===== config.mk =====
export PLATFORM = sky130hd
export DESIGN_NAME = demux_rr_scheduler
export DESIGN_NICKNAME = d
export VERILOG_FILES = /design/src/rtl/demux_sched_pkg.sv /design/src/rtl/demux_rr_scheduler_rr_pick.sv /design/src/rtl/demux_rr_scheduler.sv
export SDC_FILE = /design/constraint.sdc
export NUM_CORES = 1
export LEC_CHECK = 0
export ABC_CLOCK_PERIOD_IN_PS = 6800
export CORE_ASPECT_RATIO = 2
export CORE_MARGIN = 5
export CORE_UTILIZATION = 40
export CTS_CLUSTER_DIAMETER = 200
export DETAILED_ROUTE_END_ITERATION = 6
export GPL_ROUTABILITY_DRIVEN = 0
export PLACE_DENSITY = 0.7
export SLEW_MARGIN = 10
export SYNTH_ARGS = -nofsm -noshare
export SYNTH_HDL_FRONTEND = slang
export SYNTH_HIERARCHICAL = 1
export SYNTH_SLANG_ARGS = --single-unit

===== constraint.sdc =====
create_clock -name i_clk -period 6.8 [get_ports i_clk]
set_input_delay 1.02 -clock i_clk [delete_from_list [all_inputs] [get_ports i_clk]]
set_output_delay 1.02 -clock i_clk [all_outputs]
set_load 0.05 [all_outputs]

===== src/rtl/demux_sched_pkg.sv =====
// Shared definitions for the round-robin demux scheduler: FSM states, default sizes and
// the one-hot to binary index helper.
package demux_sched_pkg;

    typedef enum logic {
        S_IDLE  = 1'b0,
        S_GRANT = 1'b1
    } state_t;

    localparam int unsigned N_DEF        = 8;
    localparam int unsigned MAX_HOLD_DEF = 16;

    // OR-combining the positions of set bits yields the exact index for a one-hot input
    function automatic int unsigned onehot_to_idx(input logic [31:0] oh);
        int unsigned idx;
        idx = 0;
        for (int unsigned i = 0; i < 32; i++) begin
            if (oh[i]) idx = idx | i;
        end
        return idx;
    endfunction

endpackage


===== src/rtl/demux_rr_scheduler_rr_pick.sv =====
// Combinational rotate-priority picker: first set request scanning upward from ptr,
// wrapping N-1 -> 0.
module rr_pick #(
    parameter int unsigned N     = 8,
    parameter int unsigned IDX_W = 3
) (
    input  logic [N-1:0]     req,
    input  logic [IDX_W-1:0] ptr,
    output logic [N-1:0]     pick,
    output logic             any
);

    int unsigned idx;
    logic        found;

    always_comb begin
        pick  = '0;
        found = 1'b0;
        idx   = 0;
        for (int unsigned i = 0; i < N; i++) begin
            idx = (int'(ptr) + i) % N;
            if (!found && req[idx]) begin
                pick[idx] = 1'b1;
                found     = 1'b1;
            end
        end
    end

    assign any = |req;

endmodule


===== src/rtl/demux_rr_scheduler.sv =====
// Round-robin scheduler driving a 1:8 demux select with a held one-hot grant.
// Optional grant watchdog built when DEMUX_SCHED_TIMEOUT_EN is defined.
module demux_rr_scheduler
    import demux_sched_pkg::*;
#(
    parameter int unsigned N        = N_DEF,
    parameter int unsigned IDX_W    = $clog2(N),
    parameter int unsigned MAX_HOLD = MAX_HOLD_DEF
) (
    input  logic             i_clk,
    input  logic             i_rst,
    input  logic             i_en,
    input  logic [N-1:0]     i_req,
    input  logic             i_done,
    output logic [N-1:0]     o_grant,
    output logic [IDX_W-1:0] o_grant_idx,
    output logic             o_busy,
    output logic             o_timeout
);

    state_t           state_q, state_d;
    logic [N-1:0]     grant_q, grant_d;
    logic [IDX_W-1:0] ptr_q, ptr_d;
    logic [IDX_W-1:0] grant_idx, rot_ptr, pick_ptr;
    logic [N-1:0]     pick;
    logic             any;
    logic             new_grant;
    logic             expire;

    assign grant_idx = IDX_W'(onehot_to_idx(32'(grant_q)));
    assign rot_ptr   = (grant_idx == IDX_W'(N - 1)) ? '0 : grant_idx + 1'b1;
    // While granted, the picker already looks from the rotated pointer so a release regrants in the same edge
    assign pick_ptr  = (state_q == S_GRANT) ? rot_ptr : ptr_q;

    rr_pick #(
        .N     (N),
        .IDX_W (IDX_W)
    ) u_pick (
        .req  (i_req),
        .ptr  (pick_ptr),
        .pick (pick),
        .any  (any)
    );

`ifdef DEMUX_SCHED_TIMEOUT_EN
    localparam int unsigned HOLD_W = (MAX_HOLD > 2) ? $clog2(MAX_HOLD) : 1;
    logic [HOLD_W-1:0] hold_q;

    always_ff @(posedge i_clk) begin
        if (i_rst || new_grant)      hold_q <= '0;
        else if (state_q == S_GRANT) hold_q <= hold_q + 1'b1;
    end

    assign expire    = (state_q == S_GRANT) && !i_done && (hold_q == HOLD_W'(MAX_HOLD - 1));
    assign o_timeout = expire && !i_rst;
`else
    assign expire    = 1'b0;
    assign o_timeout = 1'b0;
`endif

    always_comb begin
        state_d   = state_q;
        grant_d   = grant_q;
        ptr_d     = ptr_q;
        new_grant = 1'b0;
        case (state_q)
            S_IDLE: begin
                if (i_en && any) begin
                    state_d   = S_GRANT;
                    grant_d   = pick;
                    new_grant = 1'b1;
                end
            end
            S_GRANT: begin
                if (i_done || expire) begin
                    ptr_d = rot_ptr;
                    if (i_en && any) begin
                        grant_d   = pick;
                        new_grant = 1'b1;
                    end else begin
                        state_d = S_IDLE;
                        grant_d = '0;
                    end
                end
            end
            default: begin
                state_d = S_IDLE;
                grant_d = '0;
            end
        endcase
    end

    always_ff @(posedge i_clk) begin
        if (i_rst) begin
            state_q <= S_IDLE;
            grant_q <= '0;
            ptr_q   <= '0;
        end else begin
            state_q <= state_d;
            grant_q <= grant_d;
            ptr_q   <= ptr_d;
        end
    end

    assign o_grant     = grant_q;
    assign o_grant_idx = grant_idx;
    assign o_busy      = |grant_q;

endmodule


# After elaboration in Yosys (flattened, before gate mapping)
# Cells that the tools add are included.
[word_totals] reg_bits=12 inputBits=12 output_inout_bits=13 elab_cells=128
[classes] add_sub_neg=8 order_cmp=16 eq_ne=3 muxes=63 bitwise_logic=8 n_reduce_logical=27
[ops] cell="8-bit two-way mux" n=11
[ops] cell="8-bit OR" n=7
[ops] cell="3-bit by 4-bit less-than comparator with 1-bit output (second input constant)" n=8
[ops] cell="1-bit two-way mux" n=26
[ops] cell="1-bit binary-select mux with 3-bit select" n=8
[ops] cell="1-bit demux with 3-bit select" n=8
[ops] cell="3-bit by 1-bit >= comparator with 1-bit output (second input constant)" n=8
[ops] cell="3-bit two-way mux" n=6
[ops] cell="1-bit logical AND" n=16
[ops] cell="8-bit case mux with 2 select lines" n=1
[ops] cell="8-bit OR reduction" n=2
[ops] cell="3-bit adder (second input constant)" n=4
[ops] cell="1-bit logical NOT" n=7
[ops] cell="3-bit by 1-bit adder with 3-bit output (second input constant)" n=2
[ops] cell="3-bit by 2-bit adder with 3-bit output (second input constant)" n=2
[ops] cell="2-bit two-way mux" n=2
[ops] cell="2-bit inequality test (second input constant)" n=2
[ops] cell="2-bit AND reduction" n=2
[ops] cell="3-bit == test (second input constant)" n=1
[ops] cell="1-bit case mux with 2 select lines" n=1
[ops] cell="1-bit NOT" n=1

# Depth between registers and ports, before layout
# Gate-level depths: netlist of run 1.
[depth] word_depth=37 mapped_depth=20 mapped_depth_nobuf=15

# Hierarchy
# The synthesis of run 1 kept the hierarchy.
[modules_own_cells] module="rr_pick" n_inst=1 cells_per_inst=106 area_per_inst_um2=1001.0 seq_area_each_um2=0.0
[modules_own_cells] module="demux_rr_scheduler" n_inst=1 cells_per_inst=67 area_per_inst_um2=601.8 seq_area_each_um2=240.2

# Least setup slack after synthesis of run 1
# Ideal clock, no wire load.
[synth_timing] path_kind="register -> register" startpoint="register grant_q[6] (netlist: o_grant[6])" endpoint="register grant_q[3] (netlist: o_grant[3])" setup_ns=0.072 arrival_ns=5.036 required_time_ns=6.728 slack_ns=1.692 path_stages_with_launch=21 n_path_buf=5 period_less_slack_ns=5.108 path_cell_list="dfxtp_1 > or4_1 > ha_1 > ha_1 > nor2_1 > mux2_2 > buf_2 > buf_4 > inv_1 > buf_2 > ha_1 > buf_6 > mux4_2 > mux2i_1 > a32oi_2 > buf_6 > o41ai_4 > o2111ai_1 > a32oi_1 > nand2b_1 > mux2i_1"
[synth_via] elab_chain_len=32 word_cells_on_any_way=109 cone_classes="add/sub: 8; order compare: 16; eq/ne: 1; mux: 55; bitwise: 7; reduce/logical: 22"
[synth_rtl] item="start: declaration" line_no="demux_rr_scheduler.sv:22" text="logic [N-1:0] grant_q, grant_d;"
[synth_rtl] item="start signal: assignment" line_no="demux_rr_scheduler.sv:100" text="grant_q <= grant_d;"
[synth_rtl] item="3-bit two-way mux * (2 in series)" line_no="demux_sched_pkg.sv:18" text="if (oh[i]) idx = idx | i;"
[synth_rtl] item="named net o_grant_idx[1]" line_no="demux_rr_scheduler.sv:16" text="output logic [IDX_W-1:0] o_grant_idx,"
[synth_rtl] item="3-bit == test *" line_no="demux_rr_scheduler.sv:31" text="assign rot_ptr = (grant_idx == IDX_W'(N - 1)) ? '0 : grant_idx + 1'b1;"
[synth_rtl] item="3-bit two-way mux *" line_no="demux_rr_scheduler.sv:31"
[synth_rtl] item="3-bit two-way mux *" line_no="demux_rr_scheduler.sv:33" text="assign pick_ptr = (state_q == S_GRANT) ? rot_ptr : ptr_q;"
[synth_rtl] item="named net pick_ptr[0]" line_no="demux_rr_scheduler.sv:24" text="logic [IDX_W-1:0] grant_idx, rot_ptr, pick_ptr;"
[synth_rtl] item="parallel branches: the longest is 23 deep, another holds 3-bit by 4-bit less-than comparator with 1-bit output"
[synth_rtl] item="8-bit two-way mux *" line_no="demux_rr_scheduler_rr_pick.sv:22" text="if (!found && req[idx]) begin"
[synth_rtl] item="named net pick[3]" line_no="demux_rr_scheduler.sv:25" text="logic [N-1:0] pick;"
[synth_rtl] item="8-bit two-way mux" line_no="demux_rr_scheduler.sv:77" text="if (i_en && any) begin"
[synth_rtl] item="8-bit two-way mux" line_no="demux_rr_scheduler.sv:75" text="if (i_done || expire) begin"
[synth_rtl] item="8-bit case mux with 2 select lines *" line_no="demux_rr_scheduler.sv:66" text="case (state_q)"
# Mark *: on every way through the listed nets, which the timed path passes. The select of a mux whose other input is x is not followed.
# A chain may end at the register's enable or synchronous reset.

# Worst setup path after layout of run 1
[layout_timing] startpoint="register grant_q[6] (netlist: o_grant[6])" endpoint="register grant_q[2] (netlist: o_grant[2])"
[layout_via] elab_chain_len=32 word_cells_on_any_way=109 cone_classes="add/sub: 8; order compare: 16; eq/ne: 1; mux: 55; bitwise: 7; reduce/logical: 22"
[layout_rtl] item="3-bit two-way mux * (2 in series)" line_no="demux_sched_pkg.sv:18"
[layout_rtl] item="3-bit == test *" line_no="demux_rr_scheduler.sv:31"
[layout_rtl] item="3-bit two-way mux *" line_no="demux_rr_scheduler.sv:31"
[layout_rtl] item="3-bit two-way mux *" line_no="demux_rr_scheduler.sv:33"
[layout_rtl] item="named net pick_ptr[0]" line_no="demux_rr_scheduler.sv:24"
[layout_rtl] item="parallel branches: the longest is 23 deep, another holds 3-bit by 4-bit less-than comparator with 1-bit output"
[layout_rtl] item="8-bit two-way mux *" line_no="demux_rr_scheduler_rr_pick.sv:22"
[layout_rtl] item="named net pick[2]" line_no="demux_rr_scheduler.sv:25"
[layout_rtl] item="8-bit two-way mux" line_no="demux_rr_scheduler.sv:77"
[layout_rtl] item="8-bit two-way mux" line_no="demux_rr_scheduler.sv:75"
[layout_rtl] item="8-bit case mux with 2 select lines *" line_no="demux_rr_scheduler.sv:66"
# Marked as above.

==> run_results.csv, run 1 <==
group,metric,value,unit
run_status,status,"completed",
power,p_int,442,uW
die,io_pins,25,
timing,hold_viol_final,0,
cells_and_area,antenna_cells,0,
timing,worst_pin_slew,898,ps
timing,setup_viol,0,
timing,clock.fmax,193,MHz
clock_network,cts_resized,0,
power,power_density,527,mW/mm^2
drt,ant_nets,0,
global_routing,grt_usage,0.175,
worst_setup_path,cp.required,6970,ps
power,combPwrFrac,0.836,
synthesis,ys_types,44,
timing,min_period,5180,ps
cells_and_area,drive_above_1_share,0.171,
synthesis,ys.flop_type,"dfxtp_1",
worst_setup_path,crit_end,"o_grant[2]",
timing,slew_headroom,0.400,
die,fp.dieH,99.5,um
placed_design,hpwl,3660,um
synthesis,synthArstFlopShare,0,
synthesis,yosysTopAreaCell,"mux4_2",
synthesis,ys_warn_count,6,
cells_and_area,syn2layout_area_growth,16.0,%
clock_network,ctsHoldBuffers,0,
drt,dr.pass1.iters,4,
power,ir_worst_vdd,0.215,mV
drt,via_count,1441,
die,start_util,0.413,
power,sw_frac_of_total,0.549,
worst_setup_path,arrival,5350,ps
power,total_power,980,uW
synthesis,syn_area,0.00160,mm^2
cells_and_area,nFillCells,397,
timing,rsz0062_at_grt,"no",
drt,drc,0,
clock_network,cts-root-buf,"clkbuf_8",
die,num_rows,32,
timing,finalCritPeriodShare,0.762,
clock_network,cts_tree,"built",
die,fp.dieW,54.8,um
synthesis,synth_edf_count,0,
synthesis,syn_nets,193,
drt,drt_wl_total,4440,um
clock_network,post_cts_buffers,0,
power,p_leak,0.000667,uW
clock_network,cts.sinks,12,
drt,dr.first_iter.drc_count,25,
clock_network,cts_buffer_depth,2,
power,seq_power_share,0.099,
worst_hold_path,min_path_type,"reg2reg",
clock_network,cts_made_buffers,3,
worst_setup_path,r2r_slack,1620,ps
die,die-area,0.00545,mm^2
drt,viasPerCell,6.05,
synthesis,ys_seq_area_frac,0.150,
cells_and_area,final_common_cell,"nand2_1",
global_routing,grt-ovfl-total,0,
timing,setup_ws,1620,ps
worst_setup_path,r2r_end,"o_grant[2]",
worst_setup_path,startpoint_type,"flop",
worst_setup_path,crit_start,"o_grant[6]",
power,p_clk_frac,0.065,
worst_setup_path,worstPathMaxFanout,16,
worst_setup_path,path_class,"reg2reg",
clock_network,htree_num_levels,1,
global_routing,antenna_found_initial,0,
die,core,0.00388,mm^2
global_routing,grt_pass1_wl,7010,um
cells_and_area,layout_common_cells,"nand2_1, clkdlybuf4s50_1, mux2i_1",
drt,wl_per_cell,18.6,um
synthesis,synth.avg_cell_area,9.26,um^2
synthesis,syn-instance-count,173,
synthesis,yosys-top-cells-area,"mux4_2, dfxtp_1, mux2i_1, nand2_1, ha_1",
worst_setup_path,r2r-start,"o_grant[6]",
clock_network,clk_pin_slew,50,ps
global_routing,grt_pass1_vias,1490,
cells_and_area,num-nets-final,209,
power,p_switching,538,uW
timing,report.final.slew_viol_count,0,
global_routing,grt_max_degree,17,
worst_setup_path,crit_path_end_kind,"flop",
worst_setup_path,reg2reg_depth,15,
synthesis,yosys.area.top_type_share,0.155,
placed_design,dp_worst_setup_slack,1660,ps
placed_design,io_buffers,23,
synthesis,ys_ff_latch,12,
clock_network,clock_latency,240,ps
run,max-cap-violations,0,
timing,fin_skew,4.20,ps
timing,tns,0,ps
[registers in the layout, summed over array words and instances (netlist names)]
signal,count
o_grant,8
ptr_q,3
state_q,1
[per-stage QoR]
stage          cell area, um^2  cells  hold slack [ps]   util
2_1_floorplan             1600    173              434      -
3_3_place_gp              1820    235              440  0.468
3_5_place_dp              1820    235              449  0.468
4_1_cts                   1860    238              456  0.479
5_1_grt                   1860    238              487  0.479
6_report                  1860    238              451  0.479
[worst max-delay path, stage by stage (launching register included)]
cell and delay, ps:
dfxtp_1 330, or4_1 590, ha_1 230, ha_1 190, nor2_1 110, mux2_2 390, inv_1 350, ha_1 630
mux4_2 590, mux2i_1 180, a32oi_2 330, nor4_2 580, a221oi_1 190, a22oi_1 230, nand2b_1 70, mux2i_1 110
[area by class of cell]
type                    instances  area, um^2  share of cell area
multi-input cells             144        1260               0.680
flip-flops and latches         12         240               0.129
repair buffers                 23         230               0.124
well taps                      51        63.8              0.0343
clock buffers                   3        41.3              0.0222
inverters                       5        18.8              0.0101
[cells in the mapped netlist (3+ instances only)]
library cell  number
nand2b_1          11
a31oi_1            3
ha_1               8
mux2i_1           16
a21oi_1            8
inv_1              5
mux2_2             8
clkbuf_1           3
nor2_1             4
a311oi_1           4
o21ai_0            4
dfxtp_1           12
mux4_2            11
buf_2              3
a221oi_1           4
nand3_1            3
nor4_1             5
buf_6              3
nand2_1           27
[metal layers]
| metal | global-route usage | wire length [um] | up-vias |
|---|---|---|---|
| li1 | - | - | 695 |
| met1 | 0.154 | 1470 | 691 |
| met2 | 0.334 | 2630 | 39 |
| met3 | 0.0195 | 115 | 16 |
| met4 | 0.113 | 221 | 0 |
| met5 | 0 | 0 | - |
[kinds of logic after synthesis]
logic type,after synthesis,share of synthesized area
xor+xnor,2,0.0109
fa+ha+maj,8,0.0625
other cells,1,0.00234
buf+inv,17,0.0609
compound gates,32,0.163
flops,12,0.150
mux,37,0.336
simple gates,64,0.215
[worst min path at each step]
stage	startpoint	end	cells after the start	slack (ps)
4_1_cts	ptr_q[2]	ptr_q[2]	2	460
2_1_floorplan	ptr_q[1]	ptr_q[1]	2	430
3_5_place_dp	ptr_q[2]	ptr_q[2]	2	450
6_report	ptr_q[2]	ptr_q[2]	2	450
3_3_place_gp	ptr_q[1]	ptr_q[1]	2	440
5_1_grt	ptr_q[2]	ptr_q[2]	2	490
[power groups by stage]
stage | clock [uW] | sequential [uW] | combinational, uW
floorplan | 0 | 134 | 620
detailed placement | 0 | 99.1 | 814
finish | 63.3 | 97.5 | 820
global placement | 0 | 98.3 | 802
global route | 69.7 | 100 | 880
CTS | 65.7 | 97.7 | 815
Power figures use the tool's default switching activity.
==> run 2, diff against run 1 <==
--- a/config.mk
+++ b/config.mk
@@ -5,7 +5,7 @@
 export SDC_FILE = /design/constraint.sdc
 export NUM_CORES = 1
 export LEC_CHECK = 0
-export ABC_CLOCK_PERIOD_IN_PS = 6800
+export ABC_CLOCK_PERIOD_IN_PS = 5200
 export CORE_ASPECT_RATIO = 2
 export CORE_MARGIN = 5
 export CORE_UTILIZATION = 40
==> constraint.sdc (replaced) <==
create_clock -name i_clk -period 5.2 [get_ports i_clk]
set_input_delay 0.78 -clock i_clk [delete_from_list [all_inputs] [get_ports i_clk]]
set_output_delay 0.78 -clock i_clk [all_outputs]
set_load 0.05 [all_outputs]
==> run 2 against run 1 <==
Net effect: non-clock buffer count increased by 2; register-to-register slack got worse by 1100 ps; die area unchanged; clock skew decreased by 3.1 ps; final cell count increased by 1.3%; sequential power increased by 31%; routed wire length decreased by 2.7%; clock power increased by 63%; total power increased by 32%.
==> run_results.csv, run 2 (synthesized netlist as in run 1, its figures left out) <==
group,metric,value,unit
run_status,status,"completed",
cells_and_area,multiInputGateArea,0.00126,mm^2
placed_design,hpwl,3500,um
drt,wl_per_cell,17.9,um
worst_setup_path,startpoint_type,"flop",
global_routing,grt-ovfl-total,0,
cells_and_area,final_common_cell,"nand2_1",
clock_network,cts_made_buffers,3,
clock_network,cts.sinks,12,
global_routing,antenna_found_initial,0,
power,power_density,685,mW/mm^2
drt,dr.first_iter.drc_count,36,
clock_network,cts-root-buf,"clkbuf_8",
die,fp.dieH,99.5,um
cells_and_area,antenna_cells,0,
worst_setup_path,path_class,"reg2reg",
worst_setup_path,cp.required,5380,ps
die,num_rows,32,
timing,fin_skew,1.13,ps
die,core,0.00388,mm^2
cells_and_area,nFillCells,392,
die,io_pins,25,
worst_setup_path,arrival,4850,ps
drt,dr.pass1.iters,4,
cells_and_area,largest_register_ffs,8,
worst_hold_path,min_path_type,"reg2reg",
cells_and_area,syn2layout_area_growth,17.8,%
drt,drt_wl_total,4320,um
timing,hold_viol_final,0,
worst_setup_path,worstPathMaxFanout,15,
run,max-cap-violations,0,
placed_design,dp_worst_setup_slack,569,ps
die,fp.dieW,54.8,um
drt,via_count,1487,
timing,setup_viol,0,
clock_network,cts_tree,"built",
worst_setup_path,crit_path_end_kind,"flop",
placed_design,io_buffers,23,
timing,min_period,4670,ps
timing,worst_pin_slew,895,ps
worst_setup_path,reg2reg_depth,13,
timing,tns,0,ps
die,die-area,0.00545,mm^2
global_routing,grt_max_degree,16,
timing,finalCritPeriodShare,0.898,
drt,drc,0,
die,start_util,0.413,
power,p_leak,0.000683,uW
worst_hold_path,min_delay_path_depth,2,
global_routing,grt_usage,0.176,
cells_and_area,utilization,0.486,
timing,clock.fmax,214,MHz
clock_network,clock_latency,240,ps
timing,holdWs,462,ps
timing,report.final.slew_viol_count,0,
power,total_power,1290,uW
global_routing,grt_pass1_vias,1506,
drt,viasPerCell,6.17,
timing,setup_ws,529,ps
drt,ant_nets,0,
power,ir_worst_vdd,0.382,mV
clock_network,cts_buffer_depth,2,
timing,slew_headroom,0.402,
clock_network,clk_pin_slew,50,ps
clock_network,cts_resized,0,
cells_and_area,regArea,240,um^2
global_routing,grt_pass1_wl,7150,um
cells_and_area,num-nets-final,211,
clock_network,htree_num_levels,1,
clock_network,ctsHoldBuffers,0,
clock_network,post_cts_buffers,0,
timing,rsz0062_at_grt,"no",
cells_and_area,layout_common_cells,"nand2_1, clkdlybuf4s50_1, mux2i_1",
cells_and_area,drive_above_1_share,0.184,
-- run 2: power by group --
group / total (uW) / internal (uW) / switching, uW
sequential: 128 / 111 / 17.4
clock: 103 / 67.0 / 35.8
combinational: 1060 / 420 / 642
total: 1290 / 598 / 695
-- run 2: cell type report --
class	count	share of cell area
Multi-Input combinational cell	144	0.670
Timing Repair Buffer	25	0.130
Sequential cell	12	0.127
Inverter	5	0.00994
Tap cell	51	0.0338
Clock buffer	4	0.0292
-- run 2: metrics by stage --
| stage | std cells | area, um^2 |
|---|---|---|
| finish | 241 | 1890 |
| global route | 241 | 1890 |
| CTS | 241 | 1890 |
| detailed placement | 237 | 1830 |
| global placement | 237 | 1830 |
| floorplan | 173 | 1600 |
-- run 2: routing by layer --
metal	wire [um]	up-vias	global-route usage
met4	242	0	0.125
met5	0	-	0
met3	167	16	0.0135
met2	2480	56	0.326
met1	1430	715	0.163
li1	-	700	-
-- run 2: worst paths after layout --
path,from,to,slack [ps]
hold reg to reg,ptr_q[1],ptr_q[1],460
setup reg to reg,o_grant[6],o_grant[2],530
hold / removal,ptr_q[1],ptr_q[1],460
setup / recovery,o_grant[6],o_grant[2],530
-- run 2: worst max-delay path, cell delays in order, from the launching register on --
cell	delay (ps)
dfxtp_1	330
or4_1	580
ha_1	320
mux2_2	380
inv_1	140
ha_1	530
mux4_2	580
mux2i_1	190
a32oi_2	320
nor4_2	560
a221oi_1	230
a22oi_1	240
nand2b_1	80
mux2i_1	120
==> run 3, diff against run 2 <==
--- a/config.mk
+++ b/config.mk
@@ -13,7 +13,7 @@
 export DETAILED_ROUTE_END_ITERATION = 6
 export GPL_ROUTABILITY_DRIVEN = 0
 export PLACE_DENSITY = 0.7
-export SLEW_MARGIN = 10
+export SLEW_MARGIN = 20
 export SYNTH_ARGS = -nofsm -noshare
 export SYNTH_HDL_FRONTEND = slang
 export SYNTH_HIERARCHICAL = 1
==> results of run 3 <==
No change in the layout: final DEF, timing and power equal those of run 2.
